File: config.mk
export PLATFORM = sky130hd
export DESIGN_NAME = mem_arbiter
export DESIGN_NICKNAME = d
export VERILOG_FILES = /design/src/rtl/mem_arbiter.sv
export SDC_FILE = /design/constraint.sdc
export NUM_CORES = 1
export LEC_CHECK = 0
export ABC_AREA = 1
export BUFFER_PORTS_ARGS = -buffer_cell sky130_fd_sc_hd__buf_2
export CAP_MARGIN = 20
export CORE_AREA = 2 2 335 337
export CTS_BUF_LIST = sky130_fd_sc_hd__clkbuf_8 sky130_fd_sc_hd__clkbuf_16
export DETAILED_ROUTE_END_ITERATION = 12
export DIE_AREA = 0 0 337 339
export GPL_ROUTABILITY_DRIVEN = 0
export RECOVER_POWER = 50
export SYNTH_ARGS = -nofsm -noshare
export SYNTH_HDL_FRONTEND = slang
export SYNTH_SLANG_ARGS = --single-unit
File: constraint.sdc
create_clock -name clk -period 1.89 [get_ports clk]
set_input_delay 0.189 -clock clk [delete_from_list [all_inputs] [get_ports clk]]
set_output_delay 0.189 -clock clk [all_outputs]
set_load 0.01 [all_outputs]
File: src/rtl/mem_arbiter.sv
// Two-requester line arbiter between the I-cache and D-cache miss engines and the single memory port.
// One transaction is in flight at a time; every output comes straight from a register.
module mem_arbiter #(
  parameter int ADDR_W  = 28,
  parameter int DATA_W  = 128,
  parameter bit RR_EN   = 1'b1,
  parameter int TIMEOUT = 0
) (
  input  logic              clk,
  input  logic              rst_n,
  input  logic              i_read,
  input  logic              i_write,
  input  logic [ADDR_W-1:0] i_addr,
  input  logic [DATA_W-1:0] i_wdata,
  output logic [DATA_W-1:0] i_rdata,
  output logic              i_ready,
  input  logic              d_read,
  input  logic              d_write,
  input  logic [ADDR_W-1:0] d_addr,
  input  logic [DATA_W-1:0] d_wdata,
  output logic [DATA_W-1:0] d_rdata,
  output logic              d_ready,
  output logic              mem_read,
  output logic              mem_write,
  output logic [ADDR_W-1:0] mem_addr,
  output logic [DATA_W-1:0] mem_wdata,
  input  logic [DATA_W-1:0] mem_rdata,
  input  logic              mem_ready,
  output logic              grant_d,
  output logic              timeout_err
);

  typedef enum logic [1:0] {IDLE, BUSY, DONE} state_t;

  localparam logic [15:0] TIMEOUT_CNT = 16'(TIMEOUT);

  state_t              state_q, state_d;
  logic                memRead_q, memRead_d;
  logic                memWrite_q, memWrite_d;
  logic [ADDR_W-1:0]   memAddr_q, memAddr_d;
  logic [DATA_W-1:0]   memWdata_q, memWdata_d;
  logic [DATA_W-1:0]   iRdata_q, iRdata_d;
  logic [DATA_W-1:0]   dRdata_q, dRdata_d;
  logic                iReady_q, iReady_d;
  logic                dReady_q, dReady_d;
  logic                grantD_q, grantD_d;
  logic                lastD_q, lastD_d;
  logic                timeoutErr_q, timeoutErr_d;
  logic [15:0]         wdCnt_q, wdCnt_d;

  logic iReq, dReq, pickD;

  assign iReq = i_read | i_write;
  assign dReq = d_read | d_write;
  // On a tie, round-robin hands the grant to the side that did not win last time.
  assign pickD = dReq & (~iReq | ~RR_EN | ~lastD_q);

  always_ff @(posedge clk or negedge rst_n) begin
    if (!rst_n) begin
      state_q      <= IDLE;
      memRead_q    <= 1'b0;
      memWrite_q   <= 1'b0;
      memAddr_q    <= '0;
      memWdata_q   <= '0;
      iRdata_q     <= '0;
      dRdata_q     <= '0;
      iReady_q     <= 1'b0;
      dReady_q     <= 1'b0;
      grantD_q     <= 1'b0;
      lastD_q      <= 1'b1;
      timeoutErr_q <= 1'b0;
      wdCnt_q      <= '0;
    end else begin
      state_q      <= state_d;
      memRead_q    <= memRead_d;
      memWrite_q   <= memWrite_d;
      memAddr_q    <= memAddr_d;
      memWdata_q   <= memWdata_d;
      iRdata_q     <= iRdata_d;
      dRdata_q     <= dRdata_d;
      iReady_q     <= iReady_d;
      dReady_q     <= dReady_d;
      grantD_q     <= grantD_d;
      lastD_q      <= lastD_d;
      timeoutErr_q <= timeoutErr_d;
      wdCnt_q      <= wdCnt_d;
    end
  end

  always_comb begin
    state_d      = state_q;
    memRead_d    = memRead_q;
    memWrite_d   = memWrite_q;
    memAddr_d    = memAddr_q;
    memWdata_d   = memWdata_q;
    iRdata_d     = iRdata_q;
    dRdata_d     = dRdata_q;
    iReady_d     = 1'b0;
    dReady_d     = 1'b0;
    grantD_d     = grantD_q;
    lastD_d      = lastD_q;
    timeoutErr_d = timeoutErr_q;
    wdCnt_d      = wdCnt_q;

    case (state_q)
      IDLE: begin
        if (iReq || dReq) begin
          state_d  = BUSY;
          grantD_d = pickD;
          lastD_d  = pickD;
          wdCnt_d  = '0;
          // A requester asserting both read and write is treated as a write.
          if (pickD) begin
            memWrite_d = d_write;
            memRead_d  = ~d_write;
            memAddr_d  = d_addr;
            memWdata_d = d_wdata;
          end else begin
            memWrite_d = i_write;
            memRead_d  = ~i_write;
            memAddr_d  = i_addr;
            memWdata_d = i_wdata;
          end
        end
      end

      BUSY: begin
        if (mem_ready) begin
          memRead_d  = 1'b0;
          memWrite_d = 1'b0;
          state_d    = DONE;
          if (grantD_q) begin
            dReady_d = 1'b1;
            if (memRead_q) dRdata_d = mem_rdata;
          end else begin
            iReady_d = 1'b1;
            if (memRead_q) iRdata_d = mem_rdata;
          end
        end else if (TIMEOUT != 0) begin
          // The watchdog only flags a stall; the transaction keeps waiting.
          if (wdCnt_q != 16'hFFFF) wdCnt_d = wdCnt_q + 16'd1;
          if (wdCnt_q + 16'd1 == TIMEOUT_CNT) timeoutErr_d = 1'b1;
        end
      end

      DONE: state_d = IDLE;

      default: state_d = IDLE;
    endcase
  end

  assign i_rdata     = iRdata_q;
  assign i_ready     = iReady_q;
  assign d_rdata     = dRdata_q;
  assign d_ready     = dReady_q;
  assign mem_read    = memRead_q;
  assign mem_write   = memWrite_q;
  assign mem_addr    = memAddr_q;
  assign mem_wdata   = memWdata_q;
  assign grant_d     = grantD_q;
  assign timeout_err = timeoutErr_q;

endmodule

* After elaboration in Yosys (flattened, before gate mapping)
Cells that the tools add are included.
** Storage, ports and cells
- Bits in registers :: 420
- Input port bits :: 447
- Output and inout port bits :: 418
- Word-level logic and storage cells :: 49
** Operators by class
- Equality and inequality tests :: 3
- Muxes and demuxes :: 18
- Bitwise gates (word level) :: 9
- Reduce and logical (&&, ||, !) cells :: 8
** Operator list (number)
- two-way mux 128 bit :: 1
- two-way mux 28 bit :: 1
- two-way mux 1 bit :: 11
- AND reduction 4 bit :: 2
- NOT 1 bit :: 5
- two-way mux 2 bit :: 2
- != test 2 bit (second input constant) :: 2
- one-hot mux 1 bit (2 select lines) :: 2
- one-hot mux 2 bit (2 select lines) :: 1
- AND reduction 2 bit :: 2
- bitwise OR 1 bit :: 3
- AND reduction 3 bit :: 1
- == test 2 x 1 -> 1 bit (second input constant) :: 1
- zero test 2 bit :: 1
- nonzero test 2 bit :: 1
- AND 1 bit :: 1
- logical OR 1 bit :: 1

* Depth between registers and ports, before layout
- Depth in word-level cells :: 7
- Gate-level depth with buffers :: 9
- Gate-level depth less buffers :: 7

* Worst setup path before layout
Ideal clock, no wire load.
- Kind :: register to register
- Start :: register lastD_q
- End :: register memRead_q, in the netlist mem_read
- Arrival :: 1208 ps
- Data required time :: 1767 ps
- Setup slack :: 559 ps
- Stages on the path, launching flop included :: 8
- Path buffers :: 2
- Path through :: dfstp_2 -> o21ai_2 -> nand2_1 -> buf_2 -> buf_2 -> nand2_1 -> nand2_1 -> a21oi_1
** Between the ends
- Word-level cells in the longest chain between the ends :: 6
** Ends and longest elaborated chain
- from (decl) :: RTL line 47 : logic lastD_q, lastD_d;
- from (signal assigned) :: RTL line 84 : lastD_q <= lastD_d;
- NOT 1 bit :: RTL line 56 : assign pickD = dReq & (~iReq | ~RR_EN | ~lastD_q);
- bitwise OR 1 bit :: RTL line 56
- AND 1 bit :: RTL line 56
- two-way mux 1 bit :: RTL line 113 : if (pickD) begin
- two-way mux 1 bit :: RTL line 107 : if (iReq || dReq) begin
- one-hot mux 1 bit (2 select lines) :: RTL line 105 : case (state_q)
- to (signal assigned) :: RTL line 75 : memRead_q <= memRead_d;
- to (decl) :: RTL line 38 : logic memRead_q, memRead_d;
No other way between the ends. The select of a mux whose other input is x is not followed.
A chain may end at the register's enable or synchronous reset.

* Final worst setup path
- Start :: register state_q[1]
- End :: register dRdata_q[125], in the netlist d_rdata[125]
** Between the ends
- Word-level cells in the longest chain between the ends :: 2
** Ends and longest elaborated chain
- from (decl) :: RTL line 37 : state_t state_q, state_d;
- from (signal assigned) :: RTL line 74 : state_q <= state_d;
- == test 2 x 1 -> 1 bit :: RTL line 105
- AND reduction 4 bit (no source line)
- to (signal assigned) :: RTL line 80 : dRdata_q <= dRdata_d;
- to (decl) :: RTL line 43 : logic [DATA_W-1:0] dRdata_q, dRdata_d;
No other way between the ends.

==> out/metrics.cfg <==
[synth]
muxShareOfSynthArea_pct = 0
synth.most_common_cell = sky130_fd_sc_hd__nand2_1
yosysSeqAreaShare_pct = 57.5
synth_enable_flop_cells = 0
syn-mean-instance-area_sq_um = 7.99
yosysTopAreaCellShare_pct = 57.4
synth_area_sq_mm = 0.0183
synthesis.instances = 2287
synth-main-ff-cell = sky130_fd_sc_hd__dfrtp_1
synth_top_area_cell = sky130_fd_sc_hd__dfrtp_1
synthesis.yosys.warnings = 0
synth-adder-area-share_pct = 0
synthTopCellsByCount = sky130_fd_sc_hd__nand2_1, sky130_fd_sc_hd__dfrtp_1, sky130_fd_sc_hd__inv_1
simple_gate_share_of_the_synthesized_area_pct = 20.1
synth-compound-area-share_pct = 10.6
post_synth_main_area_contributors = sky130_fd_sc_hd__dfrtp_1, sky130_fd_sc_hd__nand2_1, sky130_fd_sc_hd__inv_1, sky130_fd_sc_hd__o21ai_0, sky130_fd_sc_hd__o21ai_1
synth_async_sr_flop_share_pct = 100
synth_xor_xnor_area_share_pct = 0
ys_ff_latch = 420
dominant_combinational_cell_family_by_area_after_synthesis = simple AND/OR/NAND/NOR gates
syn-num-nets = 2734
yosysUniqueCellTypes = 19

[clock_network]
cts.path.max_buffers = 3
cts_inserted_buffers = 50
tritoncts_clock_tree = built
cts_root_buffer = sky130_fd_sc_hd__clkbuf_16
postCtsSetupRepairBufs = 0
insertion_delay_ns = 0.63
clock-sinks = 420
cts_max_level = 2
clkSlewWorstSetupHoldPaths_ns = 0.06

[sta]
report.final.slew_viol_count = 0
fmax_ghz = 0.584
worst_slew_margin_rel_pct = 46.7
finalCriticalPeriod_ns = 1.71
tightestPinTransition_ns = 0.799
setup_violations_final = 0
setup_repair_after_global_routing_missed_its_margin = false
fin_worst_skew_ns = 0.0266
number_of_hold_violations_in_the_final_report = 0
setup-tns-final_ns = 0
post-route-period-util_pct = 90.6

[run]
drv_cap = 0

[setup_path]
timing.rr.start = state_q[1]$_DFFE_PN0P_
critPathKind = reg -> reg
crit_path_max_fanout = 51
cp-end-kind = register
worstSetupEndpoint = d_rdata[125]$_DFFE_PN0P_
startpoint_type = register
worstSetupStartpoint = state_q[1]$_DFFE_PN0P_
critical_path.reg2reg.endpoint = d_rdata[125]$_DFFE_PN0P_
cp_data_required_time_ns = 2.38
ff2ff_path_depth = 6
ff2ff_setup_slack_ns = 0.18
worst-endpoint-arrival_ns = 2.20

[grt]
wire_length_of_the_first_global_routing_pass_microns = 130000
first_global_vias = 19700
grt_start_max_net_pins = 102
globalRouteOverflowTotal = 0
antenna_violations_before_repair = 22
globalRouteTotalUtil_pct = 15.4

[final_layout]
ratio_of_cells_with_drive_above_1_in_the_final_layout_pct = 21.0
filler_instances = 11800
final_net_count = 4045
syn2layout_area_growth_pct = 66.9
final_area_sq_mm = 0.0305

[detailed_routing]
routed_length_per_instance_microns = 17.8
route.detailed.vias_per_inst = 3.82
ant_nets = 0
via_count = 19700
remaining_drc_errors = 0
drt-initial-drc-count = 1260
drt-total-wl_microns = 91600
drt_pass1_iterations = 7

[place]
io_buffers = 863
dpl_cell_area_sq_mm = 0.0246
detailed_place_hpwl_microns = 70000

[run_status]
outcome = complete, no violations

[die]
ioPinCount = 865
die_width_microns = 337
dieArea_sq_mm = 0.114
die_height_microns = 339
core.rowCount = 122
design.core.area_sq_mm = 0.110
initial_utilization_pct = 16.6

[power_and_ir_drop]
power.ir.vdd_worst_mv = 0.911
design_power_total_mw = 45.9
power_per_cell_area_mw_per_mm2 = 1500
power.leakage_nw = 15.2

[worst_hold_path]
hold_path.class = in -> reg

per-stage QoR:
stage	utilization [%]	hold WS (ns)	cells	setup slack, ns
6_report	27.6	0.0764	5139	0.178
5_1_grt	27.6	0.0673	5133	0.0289
4_1_cts	28.0	0.00827	5127	0.107
3_5_place_dp	22.3	0.118	4589	0.168
3_3_place_gp	22.3	0.115	4589	0.188
2_1_floorplan	-	-0.107	2287	0.559
cell type report:
class	instances	area [sq um]	area share (%)
Tap cell	1488	1860	6.11
Antenna cell	12	30.0	0.0985
Inverter	390	1470	4.82
Clock buffer	60	1390	4.55
Sequential cell	420	10500	34.5
Timing Repair Buffer	1387	9200	30.2
Clock inverter	33	388	1.27
Multi-Input combinational cell	1349	5640	18.5
per-layer routing:
metal	up-vias	global-route usage [%]	part of all wire, %
met2	945	25.3	46
met1	9017	18.2	40
met3	174	4.85	9.1
li1	9511	-	-
met5	-	0	0.055
met4	8	6.94	4.9
critical path: stages, from the launching register on:
cell and delay [ns]:
sky130_fd_sc_hd__dfrtp_1 0.39, sky130_fd_sc_hd__nor2_1 0.14, sky130_fd_sc_hd__nand2_2 0.15, sky130_fd_sc_hd__nor3_4 0.18, sky130_fd_sc_hd__buf_12 0.23, sky130_fd_sc_hd__buf_12 0.25
sky130_fd_sc_hd__o21ai_0 0.12
power breakdown:
| part | internal [mW] | total (mW) | switching, mW |
|---|---|---|---|
| registers | 13.6 | 16.2 | 2.66 |
| logic | 6.60 | 19.4 | 12.8 |
| clock network | 5.99 | 10.3 | 4.28 |
| total | 26.2 | 45.9 | 19.7 |
timing repair:
action	4_1_cts	5_1_grt
setup endpoints to repair	0	3
hold buffers	445	0
endpoints found under the hold margin	763	0
gates resized for setup	0	1
cell families (layout without fill, tap and decap cells):
group / Yosys count / in the layout
DFF: 420 / 420
buffers and inverters: 518 / 1870
and+or+nand+nor: 961 / 961
other: 1 / 13
AOI/OAI and AO/OA: 387 / 387
registers in the layout, summed over array words and instances (netlist names), 2 cells and up:
name and count:
i_rdata 128, d_rdata 128, mem_addr 28, state_q 2, mem_wdata 128
how the worst min path moves through the flow:
stage / cells after the start / slack, ns / end / start
global placement: 1 / 0.12 / d_rdata[18]$_DFFE_PN0P_ / rst_n
CTS: 5 / 0.008 / mem_addr[21]$_DFFE_PN0P_ / d_addr[21]
global route: 5 / 0.07 / mem_addr[21]$_DFFE_PN0P_ / d_addr[21]
finish: 5 / 0.08 / mem_addr[21]$_DFFE_PN0P_ / d_addr[21]
detailed placement: 1 / 0.12 / d_rdata[18]$_DFFE_PN0P_ / rst_n
floorplan: 0 / -0.11 / d_rdata[0]$_DFFE_PN0P_ / rst_n
placed cells by master (no fill, tap or decap), types with 2 or more instances in the layout:
cell type                       netlist  layout
sky130_fd_sc_hd__nand2_1            793     792
sky130_fd_sc_hd__buf_2               69     601
sky130_fd_sc_hd__dlygate4sd3_1        0     445
sky130_fd_sc_hd__dfrtp_1            419     419
sky130_fd_sc_hd__inv_1              389     394
sky130_fd_sc_hd__clkbuf_1            26     272
sky130_fd_sc_hd__o21ai_0            267     267
sky130_fd_sc_hd__nor2_1             133     133
sky130_fd_sc_hd__o21ai_1            117     117
sky130_fd_sc_hd__clkbuf_16            0      50
sky130_fd_sc_hd__buf_4               29      45
sky130_fd_sc_hd__nand3_1             31      31
sky130_fd_sc_hd__buf_12               0      16
sky130_fd_sc_hd__clkinv_2             0      13
sky130_fd_sc_hd__diode_2              0      12
sky130_fd_sc_hd__clkbuf_8             0      10
sky130_fd_sc_hd__clkbuf_2             0       6
sky130_fd_sc_hd__bufinv_16            0       5
sky130_fd_sc_hd__clkinv_16            0       3
sky130_fd_sc_hd__clkinv_4             0       3
sky130_fd_sc_hd__nor3_4               2       2
sky130_fd_sc_hd__inv_8                0       2
sky130_fd_sc_hd__clkinvlp_4           0       2
Note: power is estimated with default switching activity, not from simulation.
